`config.mk`:
```
export PLATFORM = sky130hd
export DESIGN_NAME = alu_result_stage_flat
export DESIGN_NICKNAME = d
export VERILOG_FILES = /design/src/rtl/alu_result_stage_if.sv /design/src/rtl/alu_result_stage.sv /design/src/flat_wrapper.sv
export SDC_FILE = /design/constraint.sdc
export NUM_CORES = 1
export LEC_CHECK = 0
export ABC_CLOCK_PERIOD_IN_PS = 6160
export BUFFER_PORTS_ARGS = -buffer_cell sky130_fd_sc_hd__buf_2
export CAP_MARGIN = 20
export CORE_ASPECT_RATIO = 0.6
export CORE_UTILIZATION = 64
export CTS_BUF_LIST = sky130_fd_sc_hd__clkbuf_4
export CTS_CLUSTER_DIAMETER = 60
export DETAILED_ROUTE_END_ITERATION = 6
export GPL_ROUTABILITY_DRIVEN = 0
export PLACE_DENSITY = 0.95
export SYNTH_ARGS = -nofsm -noshare
export SYNTH_HDL_FRONTEND = slang
export SYNTH_SLANG_ARGS = --single-unit
```
`constraint.sdc`:
```
create_clock -name clk -period 6.16 [get_ports clk]
set_input_delay 0.924 -clock clk [delete_from_list [all_inputs] [get_ports clk]]
set_output_delay 0.924 -clock clk [all_outputs]
set_load 0.05 [all_outputs]
```
`src/rtl/alu_result_stage_if.sv`:
```
// Handshake bundle between the ALU, the result stage and its consumer.
// The master side is the producer/consumer environment; the stage uses slave.
interface alu_result_stage_if #(
    parameter int W     = 4,
    parameter int DEPTH = 4
);
    localparam int CW = $clog2(DEPTH) + 1;

    logic          in_valid;
    logic          in_ready;
    logic [3:0]    in_op;
    logic [W-1:0]  in_y;
    logic          in_cout;
    logic          in_neg;
    logic          in_zero;
    logic          in_overflow;
    logic          out_valid;
    logic          out_ready;
    logic [3:0]    out_op;
    logic [W-1:0]  out_y;
    logic [3:0]    out_flags;
    logic [W-1:0]  acc;
    logic [3:0]    sticky;
    logic          flag_err;
    logic          sticky_clr;
    logic [CW-1:0] count;

    modport master (
        output in_valid, in_op, in_y, in_cout, in_neg, in_zero,
        output in_overflow, out_ready, sticky_clr,
        input  in_ready, out_valid, out_op, out_y, out_flags,
        input  acc, sticky, flag_err, count
    );

    modport slave (
        input  in_valid, in_op, in_y, in_cout, in_neg, in_zero,
        input  in_overflow, out_ready, sticky_clr,
        output in_ready, out_valid, out_op, out_y, out_flags,
        output acc, sticky, flag_err, count
    );
endinterface

```
`src/rtl/alu_result_stage.sv`:
```
// ALU result capture stage: small FIFO of {op, y, flags} with an
// accumulator of the last accepted y, sticky flags and a flag-check bit.
module alu_result_stage #(
    parameter int DEPTH = 4,
    parameter int W     = 4
) (
    input  logic              clk,
    input  logic              rst,
    alu_result_stage_if.slave bus
);
    localparam int AW = $clog2(DEPTH);
    localparam logic [AW:0] FULL = (AW + 1)'(DEPTH);

    typedef struct packed {
        logic [3:0]   op;
        logic [W-1:0] y;
        logic [3:0]   flags;
    } entry_t;

    entry_t        mem [DEPTH];
    entry_t        head;
    logic [AW-1:0] wr_ptr;
    logic [AW-1:0] rd_ptr;
    logic [AW:0]   cnt;
    logic          push;
    logic          pop;
    logic [3:0]    in_flags;
    logic          bad_flags;

    assign in_flags = {bus.in_overflow, bus.in_zero,
                       bus.in_neg, bus.in_cout};

    // Zero must mirror y; carry/neg/overflow only make sense for add/sub ops.
    assign bad_flags =
        (bus.in_zero != (bus.in_y == '0)) ||
        ((bus.in_op[1:0] != 2'b11) &&
         (bus.in_cout || bus.in_neg || bus.in_overflow));

    assign bus.in_ready  = !rst && (cnt < FULL);
    assign bus.out_valid = (cnt != '0);
    assign push = bus.in_valid && bus.in_ready;
    assign pop  = bus.out_valid && bus.out_ready;

    assign head          = mem[rd_ptr];
    assign bus.out_op    = head.op;
    assign bus.out_y     = head.y;
    assign bus.out_flags = head.flags;
    assign bus.count     = cnt;

    always_ff @(posedge clk or posedge rst) begin
        if (rst) begin
            wr_ptr <= '0;
            rd_ptr <= '0;
            cnt    <= '0;
            for (int i = 0; i < DEPTH; i++) begin
                mem[i] <= '0;
            end
        end else begin
            if (push) begin
                mem[wr_ptr] <= '{op: bus.in_op, y: bus.in_y,
                                 flags: in_flags};
                wr_ptr      <= wr_ptr + 1'b1;
            end
            if (pop) begin
                rd_ptr <= rd_ptr + 1'b1;
            end
            if (push && !pop) begin
                cnt <= cnt + 1'b1;
            end else if (pop && !push) begin
                cnt <= cnt - 1'b1;
            end
        end
    end

    // Clear applies first, so a same-cycle push re-seeds sticky and flag_err.
    always_ff @(posedge clk or posedge rst) begin
        if (rst) begin
            bus.acc      <= '0;
            bus.sticky   <= '0;
            bus.flag_err <= 1'b0;
        end else if (push) begin
            bus.acc      <= bus.in_y;
            bus.sticky   <= (bus.sticky_clr ? 4'b0 : bus.sticky) | in_flags;
            bus.flag_err <= (bus.sticky_clr ? 1'b0 : bus.flag_err) | bad_flags;
        end else if (bus.sticky_clr) begin
            bus.sticky   <= '0;
            bus.flag_err <= 1'b0;
        end
    end
endmodule
```
`src/flat_wrapper.sv`:
```
// flat-port wrapper written by rule: the top's interface ports become plain ports
module alu_result_stage_flat 
#(
    parameter int DEPTH = 4,
    parameter int W     = 4
)
  (clk, rst, bus_in_valid, bus_in_op, bus_in_y, bus_in_cout, bus_in_neg, bus_in_zero, bus_in_overflow, bus_out_ready, bus_sticky_clr, bus_in_ready, bus_out_valid, bus_out_op, bus_out_y, bus_out_flags, bus_acc, bus_sticky, bus_flag_err, bus_count);
  alu_result_stage_if #(.W(W), .DEPTH(DEPTH)) bus_i ();
  input  logic clk;
  input  logic rst;
  input wire logic [$bits(bus_i.in_valid)-1:0] bus_in_valid;
  input wire logic [$bits(bus_i.in_op)-1:0] bus_in_op;
  input wire logic [$bits(bus_i.in_y)-1:0] bus_in_y;
  input wire logic [$bits(bus_i.in_cout)-1:0] bus_in_cout;
  input wire logic [$bits(bus_i.in_neg)-1:0] bus_in_neg;
  input wire logic [$bits(bus_i.in_zero)-1:0] bus_in_zero;
  input wire logic [$bits(bus_i.in_overflow)-1:0] bus_in_overflow;
  input wire logic [$bits(bus_i.out_ready)-1:0] bus_out_ready;
  input wire logic [$bits(bus_i.sticky_clr)-1:0] bus_sticky_clr;
  output wire logic [$bits(bus_i.in_ready)-1:0] bus_in_ready;
  output wire logic [$bits(bus_i.out_valid)-1:0] bus_out_valid;
  output wire logic [$bits(bus_i.out_op)-1:0] bus_out_op;
  output wire logic [$bits(bus_i.out_y)-1:0] bus_out_y;
  output wire logic [$bits(bus_i.out_flags)-1:0] bus_out_flags;
  output wire logic [$bits(bus_i.acc)-1:0] bus_acc;
  output wire logic [$bits(bus_i.sticky)-1:0] bus_sticky;
  output wire logic [$bits(bus_i.flag_err)-1:0] bus_flag_err;
  output wire logic [$bits(bus_i.count)-1:0] bus_count;
  assign bus_i.in_valid = bus_in_valid;
  assign bus_i.in_op = bus_in_op;
  assign bus_i.in_y = bus_in_y;
  assign bus_i.in_cout = bus_in_cout;
  assign bus_i.in_neg = bus_in_neg;
  assign bus_i.in_zero = bus_in_zero;
  assign bus_i.in_overflow = bus_in_overflow;
  assign bus_i.out_ready = bus_out_ready;
  assign bus_i.sticky_clr = bus_sticky_clr;
  assign bus_in_ready = bus_i.in_ready;
  assign bus_out_valid = bus_i.out_valid;
  assign bus_out_op = bus_i.out_op;
  assign bus_out_y = bus_i.out_y;
  assign bus_out_flags = bus_i.out_flags;
  assign bus_acc = bus_i.acc;
  assign bus_sticky = bus_i.sticky;
  assign bus_flag_err = bus_i.flag_err;
  assign bus_count = bus_i.count;
  alu_result_stage #(.DEPTH(DEPTH), .W(W)) u_core (.clk(clk), .rst(rst), .bus(bus_i));
endmodule
```
* Word level (Yosys, flattened, before mapping) *
Index checks and enable logic that the tools add are counted.
W data, S select, Z words.

word-level totals
  output and inout port bits = 26
  word-level logic and storage cells = 60
  input port bits = 17
  flip-flop bits (word level) = 64

cells by class
  add/subtract/negate cells = 4
  eq/ne operators = 2
  $lt $le $gt $ge = 4
  reductions and logical operators = 16
  mux-type cells = 12
  bitwise logic cells = 4

operators by type and width
  operator               count
  $bwmux W48             1
  $mux W12               3
  $bmux W12 S2           1
  $demux W12 S2          1
  $mux W4                2
  $logic_and A1 B1 Y1    7
  $ge A3 B3 Y1 const B   2
  $mux W3                2
  $not A2 Y3             2
  $add A2 B1 Y2 const B  2
  $logic_not A4 Y1       1
  $or A4 B4 Y4           1
  $add A3 B1 Y3 const B  1
  $logic_not A1 Y1       3
  $logic_or A1 B1 Y1     3
  $lt A3 B1 Y1 const B   1
  $lt A3 B3 Y1 const B   1
  $reduce_bool A3 Y1     1
  $sub A3 B1 Y3 const B  1
  $mux W1                2
  $ne A2 B2 Y1 const B   1
  $reduce_bool A2 Y1     1
  $ne A1 B1 Y1           1
  $or A1 B1 Y1           1

* Logic depth before layout (Yosys ltp) *
Gate-level depths: netlist of run 1.

  depth in word-level cells = 7
  mapped depth = 8
  mapped depth without buffers = 8

* Worst setup path after synthesis of run 1 *
No wires, ideal clock.

  kind = register to register
  from = register u_core.cnt[2] (netlist: u_core.bus.count[2])
  to = register u_core.cnt[2] (netlist: u_core.bus.count[2])
  arrival = 2.465 ns
  stages on the path, launching flop included = 9
  required time = 6.077 ns
  clock period less this slack = 2.548 ns
  buffers on the path = 0
  path slack = 3.612 ns
  library setup time = 0.083 ns
  cells stage by stage = dfrtp_1 > or3_1 > nand2_1 > ha_1 > inv_1 > fa_1 > xor2_1 > nor2_1 > xor2_1

on the way
  elaborated cells between the ends (all ways) = 14
  classes of those cells = 2 x add/sub; 1 x order compare; 2 x mux; 9 x reduce/logical

RTL lines
  element                                               RTL line                source
  start, declared                                       alu_result_stage.sv:24  logic [AW:0] cnt;
  start signal, assigned                                alu_result_stage.sv:68  cnt <= cnt + 1'b1;
  start signal, assigned                                alu_result_stage.sv:70  cnt <= cnt - 1'b1;
  $reduce_bool A3 Y1 *                                  alu_result_stage.sv:40  assign bus.out_valid = (cnt != '0);
  via bus_out_valid                                     flat_wrapper.sv:21      output wire logic [$bits(bus_i.out_valid)-1:0] bus_out_valid;
  $logic_and A1 B1 Y1 *                                 alu_result_stage.sv:42  assign pop = bus.out_valid && bus.out_ready;
  $logic_not A1 Y1                                      alu_result_stage.sv:67  if (push && !pop) begin
  $logic_and A1 B1 Y1                                   alu_result_stage.sv:67
  $mux W3 / $reduce_bool A2 Y1 (equally long branches)  n/a

The timed path passes the listed nets; every way through them passes the cells marked *. The select of a mux whose other input is x is not followed.
A chain may end at the register's enable or synchronous reset.

* Final worst setup path of run 1 *
  from = register u_core.rd_ptr[0]
  to = output bus_out_flags[2]

on the way
  cells in the longest elaborated chain, start to end = 4

ends and longest elaborated chain
  element                                      RTL line                source
  start, declared                              alu_result_stage.sv:23  logic [AW-1:0] rd_ptr;
  start signal, assigned                       alu_result_stage.sv:65  rd_ptr <= rd_ptr + 1'b1;
  $not A2 Y3 (implied by the code)             alu_result_stage.sv:44  assign head = mem[rd_ptr];
  $bmux W12 S2                                 alu_result_stage.sv:44
  $mux W12 (implied by the code) (2 in a row)  alu_result_stage.sv:44
  end, declared                                flat_wrapper.sv:24      output wire logic [$bits(bus_i.out_flags)-1:0] bus_out_flags;

Every way passes these cells. The select of a mux whose other input is x is not followed.

==> results of run 1 <==
## how the worst min path moves through the flow
stage                                           from  slack (ns)  cells past startpoint                         end
after floorplan           u_core.mem[13]$_DFFE_PP0P_        0.48                      1  u_core.mem[13]$_DFFE_PP0P_
after global placement     u_core.mem[1]$_DFFE_PP0P_        0.49                      1   u_core.mem[1]$_DFFE_PP0P_
after detailed placement  u_core.mem[22]$_DFFE_PP0P_        0.49                      1  u_core.mem[22]$_DFFE_PP0P_
after CTS                 u_core.mem[22]$_DFFE_PP0P_        0.52                      1  u_core.mem[22]$_DFFE_PP0P_
after global routing      u_core.mem[31]$_DFFE_PP0P_        0.54                      1  u_core.mem[31]$_DFFE_PP0P_
final                      u_core.mem[4]$_DFFE_PP0P_        0.52                      1   u_core.mem[4]$_DFFE_PP0P_
## sequential cells by signal, indices dropped and copies added (netlist names)
name,cells
u_core.bus.flag_err,1
u_core.wr_ptr,2
u_core.bus.count,3
u_core.bus.acc,4
u_core.rd_ptr,2
u_core.bus.sticky,4
u_core.mem,48
## cell type report
class                   instances  area (sq um)
fillers                       264           995
well taps                      60          75.1
repair buffers                 43           218
flip-flops and latches         64          1600
clock buffers                  10          75.1
inverters                       6          22.5
clock inverters                 6          26.3
multi-input cells              99          1310
## metal layers
layer / GRT usage (%) / part of all wire [%] / up-vias
met3: 9.92 / 5.9 / 11
met1: 36.6 / 47 / 841
li1: - / - / 734
met4: 10.7 / 1.4 / 0
met2: 35.0 / 46 / 45
met5: 0 / 0 / -
## worst max-delay path, stage by stage (launching register included)
cell	delay (ns)
dfrtp_1	0.96
mux4_2	0.62
buf_2	0.23
## cells in the final DEF (no fill, tap or decap)
cell and instances:
a221o_1 1, a22o_1 3, and2_4 4, buf_2 42
buf_4 1, clkbuf_4 10, clkinv_1 3, clkinv_2 3
dfrtp_1 64, fa_1 1, ha_1 5, inv_1 5
inv_2 1, mux2_2 13, mux2_4 40, mux4_2 12
nand2_1 4, nand3_1 1, nor2_1 2, nor3b_4 1
nor4_1 1, o21ai_0 2, o311a_1 1, or3_1 1
xnor2_1 4, xor2_1 3
## stage by stage
step | cells | worst slack, ns | util (%) | cell area (sq um) | hold slack, ns
after floorplan | 177 | 3.61 | - | 3040 | 0.475
after global placement | 272 | 3.32 | 74.7 | 3230 | 0.486
after detailed placement | 272 | 3.25 | 74.7 | 3230 | 0.487
after CTS | 288 | 2.96 | 77.0 | 3330 | 0.515
after global routing | 288 | 2.82 | 77.0 | 3330 | 0.537
final | 288 | 3.01 | 77.0 | 3330 | 0.516
## cells by family (layout without fill, tap and decap cells)
group | count (synthesis) | count (layout) | synth area share, %
buffers and inverters | 14 | 65 | 4.08
muxes | 65 | 65 | 33.5
DFF | 64 | 64 | 52.7
and+or+nand+nor | 14 | 14 | 3.09
adders and majority gates | 6 | 6 | 2.72
xor gates and xnor gates | 7 | 7 | 2.02
AOI/OAI and AO/OA | 7 | 7 | 1.85
==> results.yml, run 1 <==
outcome:
  status: "finished, final reports clean"
worst_setup_path:
  criticalPathCategory: "reg -> out"
  cp-start-kind: "flip-flop"
  cp-startpoint: "u_core.rd_ptr[0]$_DFFE_PP0P_"
  cp_max_fo: 14
  r2r-start: "u_core.bus.count[2]$_DFFE_PP0P_"
  regToRegSetupSlack_ns: 3.82
  r2r-end: "u_core.bus.count[2]$_DFFE_PP0P_"
  ff2ff_path_depth: 7
  required_ns: 5.24
  cp.arrival_ns: 2.22
  worstSetupEndpointType: "primary output"
  crit_end: "bus_out_flags[2]"
floorplanning:
  die-width_um: 90.9
  core_sq_mm: 0.00432
  rows: 18
  fp.dieH_um: 55.4
  dieArea_sq_mm: 0.00503
  io_pins: 43
  start_util_pct: 70.2
layout:
  drive_gt1_share_pct: 55.7
  nNetsFinal: 246
  area_delta_synth_final_pct: 9.64
  antenna_cells: 0
drt:
  routed_wl_um: 5530
  vias: 1631
  routed_via_density: 5.66
  drc: 0
  initialDrtViolationCount: 72
  wire_per_inst_um: 19.2
  ant_nets: 0
  dr.pass1.iters: 4
yosys:
  synth_cell_type_count: 24
  synthTopCellsByArea: "dfrtp_1 53%, mux2_4 20%, mux4_2 8.9%, mux2_2 4.8%, buf_12 2.6%"
  ys_seq_area_share_pct: 52.7
  synth_area_sq_mm: 0.00304
  yosys_warnings: 0
  synth_common_cells: "64 x dfrtp_1, 40 x mux2_4, 13 x mux2_2, 12 x mux4_2, 6 x inv_1"
  synthArstFlopShare_pct: 100
  yosysMostFrequentCell: "dfrtp_1"
  syn_area_per_cell_sq_um: 17.2
  synth_flop_cell: "dfrtp_1"
  synth_edf_count: 0
  synth_top_area_cell: "dfrtp_1"
  ys_ff_latch: 64
  synthesis.nets: 200
  syn_inst: 177
  synth_top_area_share_pct: 52.7
timing:
  tns_ns: 0
  hold_viol_final: 0
  fmaxAchievable_ghz: 0.318
  maxSlewHeadroom_pct: 38.2
  min_period_ns: 3.15
  rsz0062_at_grt: "false"
  clock_skew_ns: 0.00451
  worst_pin_slew_ns: 0.927
  period_share_pct: 51.1
  setup_violations: 0
  drv_slew: 0
clock_tree:
  h-tree-depth: 3
  path_clk_slew_ns: 0.10
  ctsLongestPathBuffers: 2
  clockRootBuffer: "clkbuf_4"
  clock_sinks: 64
  numCtsBuffers: 9
  cts_resized: 0
  post_cts_buffers: 0
  cts_tree: "yes"
  clkLatencyLatePin_ns: 0.41
  cts_hold_buf: 0
global_route:
  grt_usage_pct: 25.5
  grt_overflow: 0
  grt_max_degree: 65
  grt_pass1_vias: 1747
  grt_pass1_wl_um: 9280
  antenna_found_initial: 0
run:
  maxCapViolations: 0
worst_hold_path:
  min-delay-path-class: "reg -> reg"
place:
  port_buffers: 42
  place_hpwl_um: 3640
Power of run 1 is not shown: default switching activity piles up to over one toggle a cycle in this logic, so the estimate is an artifact.
==> inputs of run 2 (changes only) <==
--- a/config.mk
+++ b/config.mk
@@ -5,16 +5,17 @@
 export SDC_FILE = /design/constraint.sdc
 export NUM_CORES = 1
 export LEC_CHECK = 0
-export ABC_CLOCK_PERIOD_IN_PS = 6160
+export ABC_AREA = 1
+export ABC_CLOCK_PERIOD_IN_PS = 2950
 export BUFFER_PORTS_ARGS = -buffer_cell sky130_fd_sc_hd__buf_2
 export CAP_MARGIN = 20
 export CORE_ASPECT_RATIO = 0.6
-export CORE_UTILIZATION = 64
+export CORE_UTILIZATION = 59
 export CTS_BUF_LIST = sky130_fd_sc_hd__clkbuf_4
 export CTS_CLUSTER_DIAMETER = 60
 export DETAILED_ROUTE_END_ITERATION = 6
 export GPL_ROUTABILITY_DRIVEN = 0
-export PLACE_DENSITY = 0.95
+export PLACE_DENSITY = 0.92
 export SYNTH_ARGS = -nofsm -noshare
 export SYNTH_HDL_FRONTEND = slang
 export SYNTH_SLANG_ARGS = --single-unit
==> constraint.sdc (replaced) <==
create_clock -name clk -period 2.95 [get_ports clk]
set_input_delay 0.4425 -clock clk [delete_from_list [all_inputs] [get_ports clk]]
set_output_delay 0.4425 -clock clk [all_outputs]
set_load 0.05 [all_outputs]
==> run 2 against run 1 <==
Compared with the run above:
- register-to-register slack got worse by 2.9 ns
- critical path type unchanged
- setup slack got worse by 2.6 ns
- critical path depth rose by 2
- core utilization fell by 7.4 points
- highest routed layer unchanged
- global-route usage rose by 2.6 points
- critical endpoint is now bus_out_y[3]
- sequential share of layout area rose by 1.3 points
==> results.yml, run 2 <==
outcome:
  status: "finished, final reports clean"
layout:
  seq_area_sq_mm: 0.00160
  area_delta_synth_final_pct: 11.0
  nNetsFinal: 378
  fin_util_pct: 69.6
  fill_cells: 390
  regMostFlops: "u_core.mem"
  drive_gt1_share_pct: 22.0
  layout_commonest_cell: "nand2_1"
  final_cell_mix: "68 x nand2_1, 64 x dfrtp_1, 42 x buf_2"
  antenna_cells: 0
  largest_register_ffs: 48
  largestRegisters: "u_core.mem (48), u_core.bus.acc (4), u_core.bus.sticky (4)"
  multi_input_area_sq_mm: 0.00111
clock_tree:
  cts_tree: "yes"
  h-tree-depth: 3
  ctsLongestPathBuffers: 2
  clkLatencyLatePin_ns: 0.41
  clock_sinks: 64
  cts_resized: 0
  numCtsBuffers: 9
  clockRootBuffer: "clkbuf_4"
  path_clk_slew_ns: 0.10
timing:
  hold_viol_final: 0
  period_share_pct: 85.9
  min_period_ns: 2.53
  setup_violations: 0
  tns_ns: 0
  fmaxAchievable_ghz: 0.395
  drv_slew: 0
  clock_skew_ns: 0.0105
  worst_pin_slew_ns: 0.783
  maxSlewHeadroom_pct: 47.8
  rsz0062_at_grt: "false"
drt:
  drc: 0
  routed_wl_um: 6430
  routed_via_density: 5.45
  dr.pass1.iters: 4
  vias: 2302
  ant_nets: 0
  wire_per_inst_um: 15.2
  initialDrtViolationCount: 187
global_route:
  grt_usage_pct: 28.1
  grt_max_degree: 31
  grt_pass1_vias: 2250
  antenna_found_initial: 0
  grt_overflow: 0
  grt_pass1_wl_um: 11000
run:
  maxCapViolations: 0
yosys:
  synth_top_area_cell: "dfrtp_1"
  ys_ff_latch: 64
  synth_cell_type_count: 22
  synthTopCellsByArea: "dfrtp_1 55%, nand2_1 8.7%, o21ai_1 6.3%, o21ai_0 5.6%, nor2_1 3.7%"
  ys_seq_area_share_pct: 54.8
  synth_top_area_share_pct: 54.8
  syn_inst: 314
  synth_flop_cell: "dfrtp_1"
  yosys_warnings: 0
  synthArstFlopShare_pct: 100
  synth_edf_count: 0
  yosysMostFrequentCell: "nand2_1"
  syn_area_per_cell_sq_um: 9.31
  synth_common_cells: "68 x nand2_1, 64 x dfrtp_1, 37 x o21ai_1, 33 x o21ai_0, 29 x nor2_1"
  synthesis.nets: 337
  synth_area_sq_mm: 0.00292
floorplanning:
  start_util_pct: 62.8
  core_sq_mm: 0.00466
  io_pins: 43
  dieArea_sq_mm: 0.00525
  rows: 19
  die-width_um: 92.9
  fp.dieH_um: 56.5
worst_setup_path:
  criticalPathCategory: "reg -> out"
  cp_max_fo: 25
  regToRegSetupSlack_ns: 0.91
  r2r-start: "u_core.bus.count[2]$_DFFE_PP0P_"
  ff2ff_path_depth: 9
  r2r-end: "u_core.bus.count[2]$_DFFE_PP0P_"
  cp-startpoint: "u_core.rd_ptr[0]$_DFFE_PP0P_"
  cp.arrival_ns: 2.09
  crit_end: "bus_out_y[3]"
  required_ns: 2.51
  cp-start-kind: "flip-flop"
  worstSetupEndpointType: "primary output"
power_and_ir_drop:
  power.static_leakage_nw: 1.67
  peakVddDrop_mv: 0.828
  powerDensity_mw_per_mm2: 1310
  power.total_w: 0.00424
place:
  port_buffers: 42
  place_hpwl_um: 4160
worst_hold_path:
  min-delay-path-class: "in -> reg"
[run 2: cell count changes in the layout (fill, tap and decap cells not counted), sizes merged, moves of 4 or more]
cell / previous run / this run
mux2: 53 / 0
nand2: 4 / 73
o21ai: 2 / 81
nor2: 2 / 30
and2: 4 / 0
inv: 6 / 21
o22ai: 0 / 12
mux4: 12 / 0
[run 2: kinds of logic after synthesis]
family | count (synthesis) | share of synthesized area (%)
buf+inv | 37 | 7.23
simple gates | 107 | 15.5
xor+xnor | 5 | 1.50
flops | 64 | 54.8
compound gates | 95 | 18.2
fa+ha+maj | 6 | 2.82
[run 2: worst min-delay path by stage]
| stage | from | to | slack [ns] | cells after the start |
|---|---|---|---|---|
| 2_1_floorplan | u_core.mem[16]$_DFFE_PP0P_ | u_core.mem[16]$_DFFE_PP0P_ | 0.45 | 2 |
| 3_3_place_gp | rst | u_core.rd_ptr[1]$_DFFE_PP0P_ | 0.38 | 2 |
| 3_5_place_dp | rst | u_core.rd_ptr[1]$_DFFE_PP0P_ | 0.39 | 2 |
| 4_1_cts | bus_sticky_clr | u_core.bus.flag_err$_DFF_PP0_ | 0.31 | 4 |
| 5_1_grt | bus_sticky_clr | u_core.bus.flag_err$_DFF_PP0_ | 0.32 | 4 |
| 6_report | bus_sticky_clr | u_core.bus.flag_err$_DFF_PP0_ | 0.32 | 4 |
[run 2: critical path: stages (launching register included)]
cell and delay [ns]:
dfrtp_1 0.39, inv_1 0.57, o21ai_0 0.22, o22ai_1 0.20, buf_2 0.30
[run 2: stage by stage]
stage	cell area [sq um]	hold slack (ns)	setup slack (ns)	instances
final	3240	0.323	0.416	422
after global placement	3110	0.385	0.913	406
after floorplan	2920	0.450	0.523	314
after detailed placement	3110	0.395	0.855	406
after global routing	3240	0.324	0.281	422
after CTS	3240	0.307	0.440	422
[run 2: cell type report]
cell class	instances	share of cell area [%]
clock buffers	10	2.31
clock inverters	5	1.50
inverters	21	2.66
multi-input cells	213	34.2
flip-flops and latches	64	49.4
well taps	63	2.43
repair buffers	46	7.48
[run 2: where the power goes]
group	switching [W]	internal, W
sequential	0.000264	0.00127
clock	0.000307	0.000257
combinational	0.00156	0.000586
[run 2: timing repair]
item / CTS / global route
setup buffers: 0 / 0
hold endpoints to repair: 7 / 0
hold buffers: 1 / 0
[run 2: per-layer routing]
layer	track usage (%)	part of all wire [%]	up-vias
li1	-	-	1115
met1	38.8	47	1120
met2	42.6	46	62
met3	10.0	6.3	5
met4	7.25	0.79	0
met5	0	0	-
Power figures use the tool's default switching activity.
==> inputs of run 3 (changes only) <==
--- a/config.mk
+++ b/config.mk
@@ -10,12 +10,12 @@
 export BUFFER_PORTS_ARGS = -buffer_cell sky130_fd_sc_hd__buf_2
 export CAP_MARGIN = 20
 export CORE_ASPECT_RATIO = 0.6
-export CORE_UTILIZATION = 59
+export CORE_UTILIZATION = 29
 export CTS_BUF_LIST = sky130_fd_sc_hd__clkbuf_4
 export CTS_CLUSTER_DIAMETER = 60
 export DETAILED_ROUTE_END_ITERATION = 6
 export GPL_ROUTABILITY_DRIVEN = 0
-export PLACE_DENSITY = 0.92
+export PLACE_DENSITY = 0.56
 export SYNTH_ARGS = -nofsm -noshare
 export SYNTH_HDL_FRONTEND = slang
 export SYNTH_SLANG_ARGS = --single-unit
==> run 3 against run 2 <==
Compared with the run above:
- sequential share of layout area down 0.77 points
- power fell by 2.3%
- clock power down 16%
==> results.yml, run 3 (synthesis gave the netlist of run 2 again) <==
outcome:
  status: "finished, final reports clean"
floorplanning:
  start_util_pct: 30.9
  die-width_um: 132
  core_sq_mm: 0.00946
  io_pins: 43
  fp.dieH_um: 79.8
  dieArea_sq_mm: 0.0105
  rows: 27
worst_setup_path:
  required_ns: 2.51
  cp_num_buf_inv: 2
  worstSetupEndpointType: "primary output"
  criticalPathCategory: "reg -> out"
  cp.arrival_ns: 2.07
  cp_slowest_cell: "inv_1"
  crit_family: "buffers and inverters"
  r2r-end: "u_core.bus.count[2]$_DFFE_PP0P_"
  critPathMaxStageDelay_ns: 0.57
  cp_max_fo: 25
  path_cells: "inv_1 -> o21ai_0 -> o22ai_1 -> buf_2"
  ff2ff_path_depth: 9
  regToRegSetupSlack_ns: 0.93
  r2r-start: "u_core.bus.count[2]$_DFFE_PP0P_"
  cp-start-kind: "flip-flop"
drt:
  drc: 0
  vias: 2221
  ant_nets: 0
  dr.pass1.iters: 4
  wire_per_inst_um: 14.1
  routed_via_density: 4.55
  initialDrtViolationCount: 137
  routed_wl_um: 6900
layout:
  fill_cells: 997
  area_delta_synth_final_pct: 12.7
  regMostFlops: "u_core.mem"
  largestRegisters: "u_core.mem (48), u_core.bus.acc (4), u_core.bus.sticky (4)"
  final_cell_mix: "68 x nand2_1, 64 x dfrtp_1, 42 x buf_2"
  antenna_cells: 0
  layout_commonest_cell: "nand2_1"
  fin_cells: 488
  nNetsFinal: 378
  largest_register_ffs: 48
  drive_gt1_share_pct: 21.5
  fin_util_pct: 34.8
timing:
  worst_pin_slew_ns: 0.779
  min_period_ns: 2.51
  drv_slew: 0
  setup_violations: 0
  tns_ns: 0
  fmaxAchievable_ghz: 0.398
  rsz0062_at_grt: "false"
  period_share_pct: 85.1
  clock_skew_ns: 0.00759
  hold_viol_final: 0
  maxSlewHeadroom_pct: 48.0
global_route:
  met2_usage_pct: 20.4
  grt_usage_pct: 14.8
  grt_pass1_vias: 2192
  use_met3_pct: 4.44
  antenna_found_initial: 0
  grt_max_degree: 29
  grt_overflow: 0
  gr-max-usage-layer: "met1"
  grt_use_met1_pct: 21.2
  grt_pass1_wl_um: 11500
clock_tree:
  ctsLongestPathBuffers: 2
  clkLatencyLatePin_ns: 0.42
  clock_sinks: 64
  post_cts_buffers: 0
  cts_tree: "yes"
  cts_resized: 0
  path_clk_slew_ns: 0.09
  clockRootBuffer: "clkbuf_4"
  numCtsBuffers: 9
  h-tree-depth: 3
  cts_hold_buf: 0
place:
  dp.cells: 474
  port_buffers: 42
  place_hpwl_um: 4760
power_and_ir_drop:
  power.static_leakage_nw: 1.65
  peakVddDrop_mv: 0.781
  powerDensity_mw_per_mm2: 1260
run:
  maxCapViolations: 0
worst_hold_path:
  min-delay-path-class: "in -> async"
[run 3: cell types whose count changed in the layout (fill, tap and decap cells not counted), sizes merged]
cell,change
clkbuf,+1
bufinv,-1
clkinv,-1
buf,+1
dlygate4sd3,-1
[run 3: how the worst max path moves through the flow]
stage | start | cells after the start | slack [ns] | endpoint
2_1_floorplan | u_core.bus.count[2]$_DFFE_PP0P_ | 9 | 0.52 | u_core.bus.count[2]$_DFFE_PP0P_
3_3_place_gp | u_core.rd_ptr[0]$_DFFE_PP0P_ | 4 | 0.89 | bus_out_flags[3]
3_5_place_dp | rst | 10 | 0.86 | u_core.bus.count[2]$_DFFE_PP0P_
4_1_cts | u_core.rd_ptr[0]$_DFFE_PP0P_ | 4 | 0.42 | bus_out_y[0]
5_1_grt | u_core.rd_ptr[0]$_DFFE_PP0P_ | 4 | 0.27 | bus_out_y[0]
6_report | u_core.rd_ptr[0]$_DFFE_PP0P_ | 4 | 0.44 | bus_out_y[3]
[run 3: final cells by class]
cell class	count	area, sq um	share of cell area, %
Clock buffer	11	82.6	2.51
Multi-Input combinational cell	213	1110	33.7
Timing Repair Buffer	46	240	7.29
Inverter	21	86.3	2.62
Clock inverter	3	11.3	0.342
Tap cell	130	163	4.94
Sequential cell	64	1600	48.6
[run 3: per-stage QoR]
stage,instance area [sq um],hold WS [ns],power (W),worst slack (ns)
final,3300,0.103,0.00414,0.439
after global routing,3300,0.133,0.00447,0.266
after CTS,3300,0.0975,0.00419,0.417
after detailed placement,3200,0.464,0.00370,0.856
after global placement,3200,0.461,0.00367,0.887
after floorplan,2920,0.450,0.00321,0.523
[run 3: layer usage]
metal,up-vias,wire [um],share of wire (%)
li1,1118,-,-
met1,1037,3600,52
met2,56,2760,40
met3,10,453,6.6
met4,0,88,1.3
met5,-,0,0
[run 3: power breakdown]
group	total (W)	internal, W	switching [W]
combinational	0.00218	0.000594	0.00159
clock	0.000473	0.000175	0.000298
sequential	0.00149	0.00127	0.000223
total	0.00414	0.00204	0.00211
